## config.mk

```make
export PLATFORM = sky130hd
export DESIGN_NAME = decay_buf_core_flat
export DESIGN_NICKNAME = d
export VERILOG_FILES = /design/src/rtl/decay_buf_pkg.sv /design/src/rtl/decay_buf_if.sv /design/src/rtl/decay_buf_dpram.sv /design/src/rtl/decay_buf_core.sv /design/src/flat_wrapper.sv
export SDC_FILE = /design/constraint.sdc
export NUM_CORES = 2
export LEC_CHECK = 0
export ABC_AREA = 1
export CAP_MARGIN = 20
export CORE_MARGIN = 2
export CORE_UTILIZATION = 25
export CTS_CLUSTER_DIAMETER = 80
export CTS_CLUSTER_SIZE = 14
export DETAILED_ROUTE_END_ITERATION = 16
export GPL_ROUTABILITY_DRIVEN = 0
export SLEW_MARGIN = 25
export SYNTH_ARGS = -nofsm -noshare
export SYNTH_HDL_FRONTEND = slang
export SYNTH_HIERARCHICAL = 1
export SYNTH_SLANG_ARGS = --single-unit
```

## constraint.sdc

```tcl
create_clock -name clk -period 2.44 [get_ports clk]
set_input_delay 0.244 -clock clk [delete_from_list [all_inputs] [get_ports clk]]
set_output_delay 0.244 -clock clk [all_outputs]
set_load 0.05 [all_outputs]
```

## src/rtl/decay_buf_pkg.sv

```systemverilog
// -----------------------------------------------------------------------------
// decay_buf_pkg
// Shared definitions for the triggered decay-snapshot recorder:
//   - capture FSM state encoding
//   - default record depth / sample width
//   - width of the completed-record counter (used when DECAY_BUF_STATUS_EN
//     is defined)
// -----------------------------------------------------------------------------
package decay_buf_pkg;

   localparam int AW_DEF = 6;   // log2 record depth (64 samples)
   localparam int DW_DEF = 16;  // sample width
   localparam int NREC_W = 8;   // completed-swap counter width

   typedef enum logic [1:0] {
      IDLE   = 2'd0,
      ARMED  = 2'd1,
      RECORD = 2'd2,
      FULL   = 2'd3
   } state_e;

endpackage : decay_buf_pkg

```

## src/rtl/decay_buf_if.sv

```systemverilog
// -----------------------------------------------------------------------------
// decay_buf_if
// Bundles the sample stream, trigger and readout signals of decay_buf_core.
//   master : sample source / host side (drives stream, trigger, read address)
//   slave  : the recorder core
// Signals:
//   d_in[dw]       sample data, qualified by stb_in
//   stb_in         sample strobe
//   boundary       frame boundary marker
//   trig           single-cycle capture request
//   read_addr[aw]  readout address, 0 = oldest sample of the record
//   stb_out        read strobe
//   d_out[dw]      read data, valid the cycle after stb_out
// With DECAY_BUF_STATUS_EN defined, the core also drives:
//   busy           high while ARMED or RECORD
//   pending        record complete, awaiting swap
//   nrec[8]        completed swaps, wrapping
// -----------------------------------------------------------------------------
interface decay_buf_if
   import decay_buf_pkg::*;
#(
   parameter int aw = AW_DEF,
   parameter int dw = DW_DEF
) ();

   logic [dw-1:0] d_in;
   logic          stb_in;
   logic          boundary;
   logic          trig;
   logic [aw-1:0] read_addr;
   logic          stb_out;
   logic [dw-1:0] d_out;

`ifdef DECAY_BUF_STATUS_EN
   logic              busy;
   logic              pending;
   logic [NREC_W-1:0] nrec;

   modport master (
      output d_in, stb_in, boundary, trig, read_addr, stb_out,
      input  d_out, busy, pending, nrec
   );

   modport slave (
      input  d_in, stb_in, boundary, trig, read_addr, stb_out,
      output d_out, busy, pending, nrec
   );
`else
   modport master (
      output d_in, stb_in, boundary, trig, read_addr, stb_out,
      input  d_out
   );

   modport slave (
      input  d_in, stb_in, boundary, trig, read_addr, stb_out,
      output d_out
   );
`endif

endinterface : decay_buf_if

```

## src/rtl/decay_buf_dpram.sv

```systemverilog
// -----------------------------------------------------------------------------
// decay_buf_dpram
// Simple dual-port RAM, 2**aw x dw, single clock.
// Ports:
//   clk       clock
//   rst       async active-high reset, clears the read register only
//   we_i      write enable
//   waddr_i   write address
//   wdata_i   write data
//   re_i      read enable; read register holds when low
//   raddr_i   read address
//   rdata_o   registered read data (latency 1)
// -----------------------------------------------------------------------------
module decay_buf_dpram #(
   parameter int aw = 7,
   parameter int dw = 16
) (
   input  logic          clk,
   input  logic          rst,
   input  logic          we_i,
   input  logic [aw-1:0] waddr_i,
   input  logic [dw-1:0] wdata_i,
   input  logic          re_i,
   input  logic [aw-1:0] raddr_i,
   output logic [dw-1:0] rdata_o
);

   logic [dw-1:0] mem [2**aw];
   logic [dw-1:0] rdata_q;

   // NOTE: the array has no reset so it maps onto block RAM; only the output
   // register is cleared.
   always_ff @(posedge clk) begin
      if (we_i) mem[waddr_i] <= wdata_i;
   end

   always_ff @(posedge clk or posedge rst) begin
      if (rst)       rdata_q <= '0;
      else if (re_i) rdata_q <= mem[raddr_i];
   end

   assign rdata_o = rdata_q;

endmodule : decay_buf_dpram

```

## src/rtl/decay_buf_core.sv

```systemverilog
// -----------------------------------------------------------------------------
// decay_buf_core
// Triggered, double-banked snapshot recorder. After trig, the next frame
// boundary starts a capture of 2**aw strobed samples into the spare bank.
// The finished record becomes readable only when the reader starts a new
// sweep (stb_out with read_addr == 0), so a record never changes mid-sweep.
// Ports:
//   clk   clock, posedge
//   rst   asynchronous, active-high reset
//   bus   decay_buf_if.slave (stream, trigger, readout, optional status)
// Optional feature macro: DECAY_BUF_STATUS_EN adds busy/pending/nrec status.
// -----------------------------------------------------------------------------
module decay_buf_core
   import decay_buf_pkg::*;
#(
   parameter int aw = AW_DEF,
   parameter int dw = DW_DEF
) (
   input logic        clk,
   input logic        rst,
   decay_buf_if.slave bus
);

   state_e        state_q;
   logic          active_q;   // bank the reader sees
   logic          pending_q;  // spare bank holds a complete record
   logic [aw-1:0] wptr_q;

   logic          swap;
   logic          wr_en;
   logic          wr_last;
   logic [aw-1:0] wr_addr;
   logic          rd_bank;
   logic [dw-1:0] rd_data;

   assign swap    = bus.stb_out && (bus.read_addr == '0) && pending_q;

   // The boundary cycle's own sample (if strobed) is the first of the record.
   assign wr_en   = bus.stb_in &&
                    (((state_q == ARMED) && bus.boundary) || (state_q == RECORD));
   assign wr_addr = (state_q == RECORD) ? wptr_q : '0;
   assign wr_last = &wr_addr;

   // The read that triggers the swap already sees the new bank.
   assign rd_bank = active_q ^ swap;

   // NOTE: all state here uses non-blocking assignments; later assignments in
   // the block deliberately override earlier ones for the same register.
   always_ff @(posedge clk or posedge rst) begin
      if (rst) begin
         state_q   <= IDLE;
         active_q  <= 1'b0;
         pending_q <= 1'b0;
         wptr_q    <= '0;
      end else begin
         if (swap) begin
            active_q  <= ~active_q;
            pending_q <= 1'b0;
         end

         case (state_q)
            IDLE:   if (bus.trig) state_q <= ARMED;
            ARMED:  if (bus.boundary) begin
                       state_q <= RECORD;
                       wptr_q  <= '0;
                    end
            RECORD: ;
            FULL:   if (swap) state_q <= IDLE;
         endcase

         if (wr_en) begin
            if (wr_last) begin
               state_q   <= FULL;
               pending_q <= 1'b1;
               wptr_q    <= '0;
            end else begin
               wptr_q    <= wr_addr + 1'b1;
            end
         end
      end
   end

   decay_buf_dpram #(
      .aw (aw + 1),
      .dw (dw)
   ) u_ram (
      .clk     (clk),
      .rst     (rst),
      .we_i    (wr_en),
      .waddr_i ({~active_q, wr_addr}),
      .wdata_i (bus.d_in),
      .re_i    (bus.stb_out),
      .raddr_i ({rd_bank, bus.read_addr}),
      .rdata_o (rd_data)
   );

   assign bus.d_out = rd_data;

`ifdef DECAY_BUF_STATUS_EN
   logic [NREC_W-1:0] nrec_q;

   always_ff @(posedge clk or posedge rst) begin
      if (rst)       nrec_q <= '0;
      else if (swap) nrec_q <= nrec_q + 1'b1;
   end

   assign bus.busy    = (state_q == ARMED) || (state_q == RECORD);
   assign bus.pending = pending_q;
   assign bus.nrec    = nrec_q;
`endif

endmodule : decay_buf_core

```

## src/flat_wrapper.sv

```systemverilog
// flat-port wrapper written by rule: the top's interface ports become plain ports
module decay_buf_core_flat import decay_buf_pkg::*;
#(
   parameter int aw = AW_DEF,
   parameter int dw = DW_DEF
)
  (clk, rst, bus_d_in, bus_stb_in, bus_boundary, bus_trig, bus_read_addr, bus_stb_out, bus_d_out);
  decay_buf_if #(.aw(aw), .dw(dw)) bus_i ();
  input logic clk;
  input logic rst;
  input wire logic [$bits(bus_i.d_in)-1:0] bus_d_in;
  input wire logic [$bits(bus_i.stb_in)-1:0] bus_stb_in;
  input wire logic [$bits(bus_i.boundary)-1:0] bus_boundary;
  input wire logic [$bits(bus_i.trig)-1:0] bus_trig;
  input wire logic [$bits(bus_i.read_addr)-1:0] bus_read_addr;
  input wire logic [$bits(bus_i.stb_out)-1:0] bus_stb_out;
  output wire logic [$bits(bus_i.d_out)-1:0] bus_d_out;
  assign bus_i.d_in = bus_d_in;
  assign bus_i.stb_in = bus_stb_in;
  assign bus_i.boundary = bus_boundary;
  assign bus_i.trig = bus_trig;
  assign bus_i.read_addr = bus_read_addr;
  assign bus_i.stb_out = bus_stb_out;
  assign bus_d_out = bus_i.d_out;
  decay_buf_core #(.aw(aw), .dw(dw)) u_core (.clk(clk), .rst(rst), .bus(bus_i));
endmodule
```

==> impl_metrics.yaml <==
setup_path:
  ff2ff_path_depth: 10
  critPathTopFamily: "buffers and inverters"
  cpMostUsedCell: "buf_12"
  r2r_slack_ns: -0.04
  cp_cell_sequence: "inv_2, nand3_1, inv_4, clkinvlp_4, nor3_4, buf_4, nand2_1, buf_12, nor2_1, buf_12"
  critPathSlowestCell: "dfrtp_1"
  reg2reg_from: "u_core/state_q[0]"
  critPathBufInv: 6
  worstSetupPathType: "reg -> reg"
  worstSetupEndpointType: "register"
  timing.rr.end: "u_core/u_ram/mem[10][2]"
  cp-start-kind: "register"
  path_max_fanout: 16
  arrival_ns: 3.00
  max_stage_delay_ns: 0.42
  required_ns: 2.96
synth:
  synth.area.top_cells: "edfxtp_1 74%, nand3_1 12%, nand2_1 9.7%"
  yosysWarnings: 6
  yosysUniqueCellTypes: 27
  synth-edff-count: 2048
  syn_nets: 6959
  synth_seq_cells: 2074
  synthFlopType: "edfxtp_1"
  synth_area_um2: 83600
  synthArstFlopShare_pct: 1.25
  yosysSeqAreaShare_pct: 74.4
  netlist_instances: 6930
  post-synth-top-count-cell: "nand2_1"
  synth_top_area_share_pct: 73.6
  synth_area_per_cell_um2: 12.1
  synth_top_area_cell: "edfxtp_1"
  yosys-top-cells-count: "2159 x nand2_1, 2048 x edfxtp_1, 2025 x nand3_1"
floorplanning:
  initial_core_util_pct: 25.1
  die_h_um: 582
  dieWidth_um: 582
  core_area_um2: 333000
  boundaryPins: 44
  die_area_um2: 339000
  rows: 212
placement:
  place_inst: 11400
  portBuffers: 43
  post-dp-hpwl_um: 154000
timing:
  skew_ns: 0.0309
  timing.final.ws_setup_ns: -0.0419
  finalSetupViolCount: 213
  max-slew-margin-rel_pct: 41.4
  max_freq_ghz: 0.403
  worst_slew_pin_slew_ns: 0.879
  hold_violations: 0
  drv_slew: 0
  period_needed_ns: 2.48
  rsz0062_at_grt: "true"
  post-route-period-util_pct: 102
  holdWs_ns: 0.0237
  setup_tns_ns: -3.86
layout:
  final_cells: 11700
  diodes: 0
  num-nets-final: 7253
  layout-drive-gt1-share_pct: 11.6
  n_fill_cell: 33300
  syn2layout_area_growth_pct: 18.6
detailed_routing:
  vias_per_cell: 4.79
  drt-initial-drc-count: 6715
  post-route-drc-count: 0
  via_count: 55900
  firstDrtPassIters: 8
  ant_nets: 0
  wl_per_cell_um: 21.0
  routed_wl_um: 245000
pwr:
  p_leak_uw: 0.0339
  p_per_area_nw_per_um2: 709
  finalPower_uw: 70200
  ir_worst_vdd_mv: 0.547
hold_path:
  worstHoldEndpoint: "u_core/u_ram/mem[72][11]"
  hold_depth: 1
  min_path_type: "in -> reg"
  hold_start: "bus_d_in[11]"
cts:
  cts_root_buf: "clkbuf_16"
  cts_made_buffers: 166
  cts_max_level: 4
  path_clk_slew_ns: 0.07
  clk_path_buf_depth: 3
  cts_tree: "yes"
  clk_latency_ns: 0.83
  numClockSinks: 2074
run:
  max_cap_viol_count: 0
global_routing:
  grt_max_degree: 100
  antenna_found_initial: 8
  grt_use_total_pct: 14.1
  grt_pass1_wl_um: 358000
  grt_overflow: 0
  grt_pass1_vias: 53900
outcome:
  status: "complete, but fails checks"
  violations: "setup timing"
[routing by layer]
metal	global-route usage [%]	vias to the layer above	share of wire, %
met5	0	-	0.010
met4	4.99	4	3.4
met3	2.29	396	8.4
met2	22.8	2633	47
met1	18.9	27700	41
li1	-	25200	-
[cells in the final DEF (no fill, tap or decap), drive strengths merged, types with 6 or more instances in the layout]
cell           count
clkbuf           223
clkinv             9
buf              553
nand3           2026
dfrtp             26
nor2             145
inv               47
edfxtp          2048
nor3               8
clkdlybuf4s50      6
dlygate4sd3       17
nand2           2161
dlygate4sd2       10
[kinds of logic (layout without fill, tap and decap cells)]
kind of cell / count (synthesis) / after routing / synth area share, %
AOI/OAI and AO/OA: 5 / 5 / 0.0344
adders and majority gates: 1 / 1 / 0.0150
xor gates and xnor gates: 4 / 4 / 0.0419
and+or+nand+nor: 4343 / 4343 / 22.6
DFF: 2074 / 2074 / 74.4
buffers and inverters: 503 / 867 / 2.94
[worst register-to-register path: stages (launching register included)]
cell	delay (ns)
dfrtp_1	0.42
inv_2	0.10
nand3_1	0.17
inv_4	0.18
clkinvlp_4	0.22
nor3_4	0.16
buf_4	0.18
nand2_1	0.12
buf_12	0.19
nor2_1	0.23
buf_12	0.20
[layout make-up]
type,instances,area (um^2),share of cell area (%)
Sequential cell,2074,62100,62.7
Multi-Input combinational cell,4353,19300,19.5
Timing Repair Buffer,586,7280,7.34
Tap cell,4387,5490,5.54
Clock buffer,223,4410,4.45
Clock inverter,15,228,0.230
Inverter,43,210,0.212
[sequential cells by signal (all words and copies together) (netlist names)]
register / flops
u_core/u_ram/rdata_o: 16
u_core/wptr_q: 6
u_core/pending_q: 1
u_core/active_q: 1
u_core/u_ram/mem: 2048
u_core/state_q: 2
[worst max-delay path by stage]
stage / start / end / slack (ns) / depth (start not counted)
floorplan: u_core/state_q[0] / u_core/u_ram/mem[105][0] / -0.16 / 8
global placement: u_core/state_q[0] / u_core/u_ram/mem[35][8] / -0.46 / 9
detailed placement: u_core/state_q[0] / u_core/u_ram/mem[35][8] / -0.51 / 9
CTS: u_core/state_q[0] / u_core/u_ram/mem[34][14] / 0.003 / 9
global route: u_core/state_q[0] / u_core/u_ram/mem[106][7] / -0.11 / 10
finish: u_core/state_q[0] / u_core/u_ram/mem[10][2] / -0.04 / 10
[timing repair]
| item | 4_1_cts | 5_1_grt |
|---|---|---|
| gates resized for setup | 39 | 114 |
| hold buffers | 17 | 0 |
| setup endpoints to repair | 1807 | 1647 |
| pin swaps | 0 | 6 |
| setup buffers | 0 | 14 |
| endpoints found under the hold margin | 367 | 0 |
| cloned | 0 | 2 |
[per-stage QoR]
stage / utilization [%] / cell area, um^2 / setup WS (ns)
finish: 29.7 / 99100 / -0.0419
global route: 29.7 / 99100 / -0.107
CTS: 29.6 / 98600 / 0.00345
detailed placement: 28.1 / 93700 / -0.512
global placement: 28.1 / 93700 / -0.460
floorplan: - / 83600 / -0.163
[power breakdown]
group          internal, uW  switching, uW  leakage [uW]
Combinational          1700           4350        0.0130
Sequential            39300           99.3        0.0187
Clock                 12600          12100       0.00224
Total                 53600          16600        0.0339
Note: power is estimated with default switching activity, not from simulation.
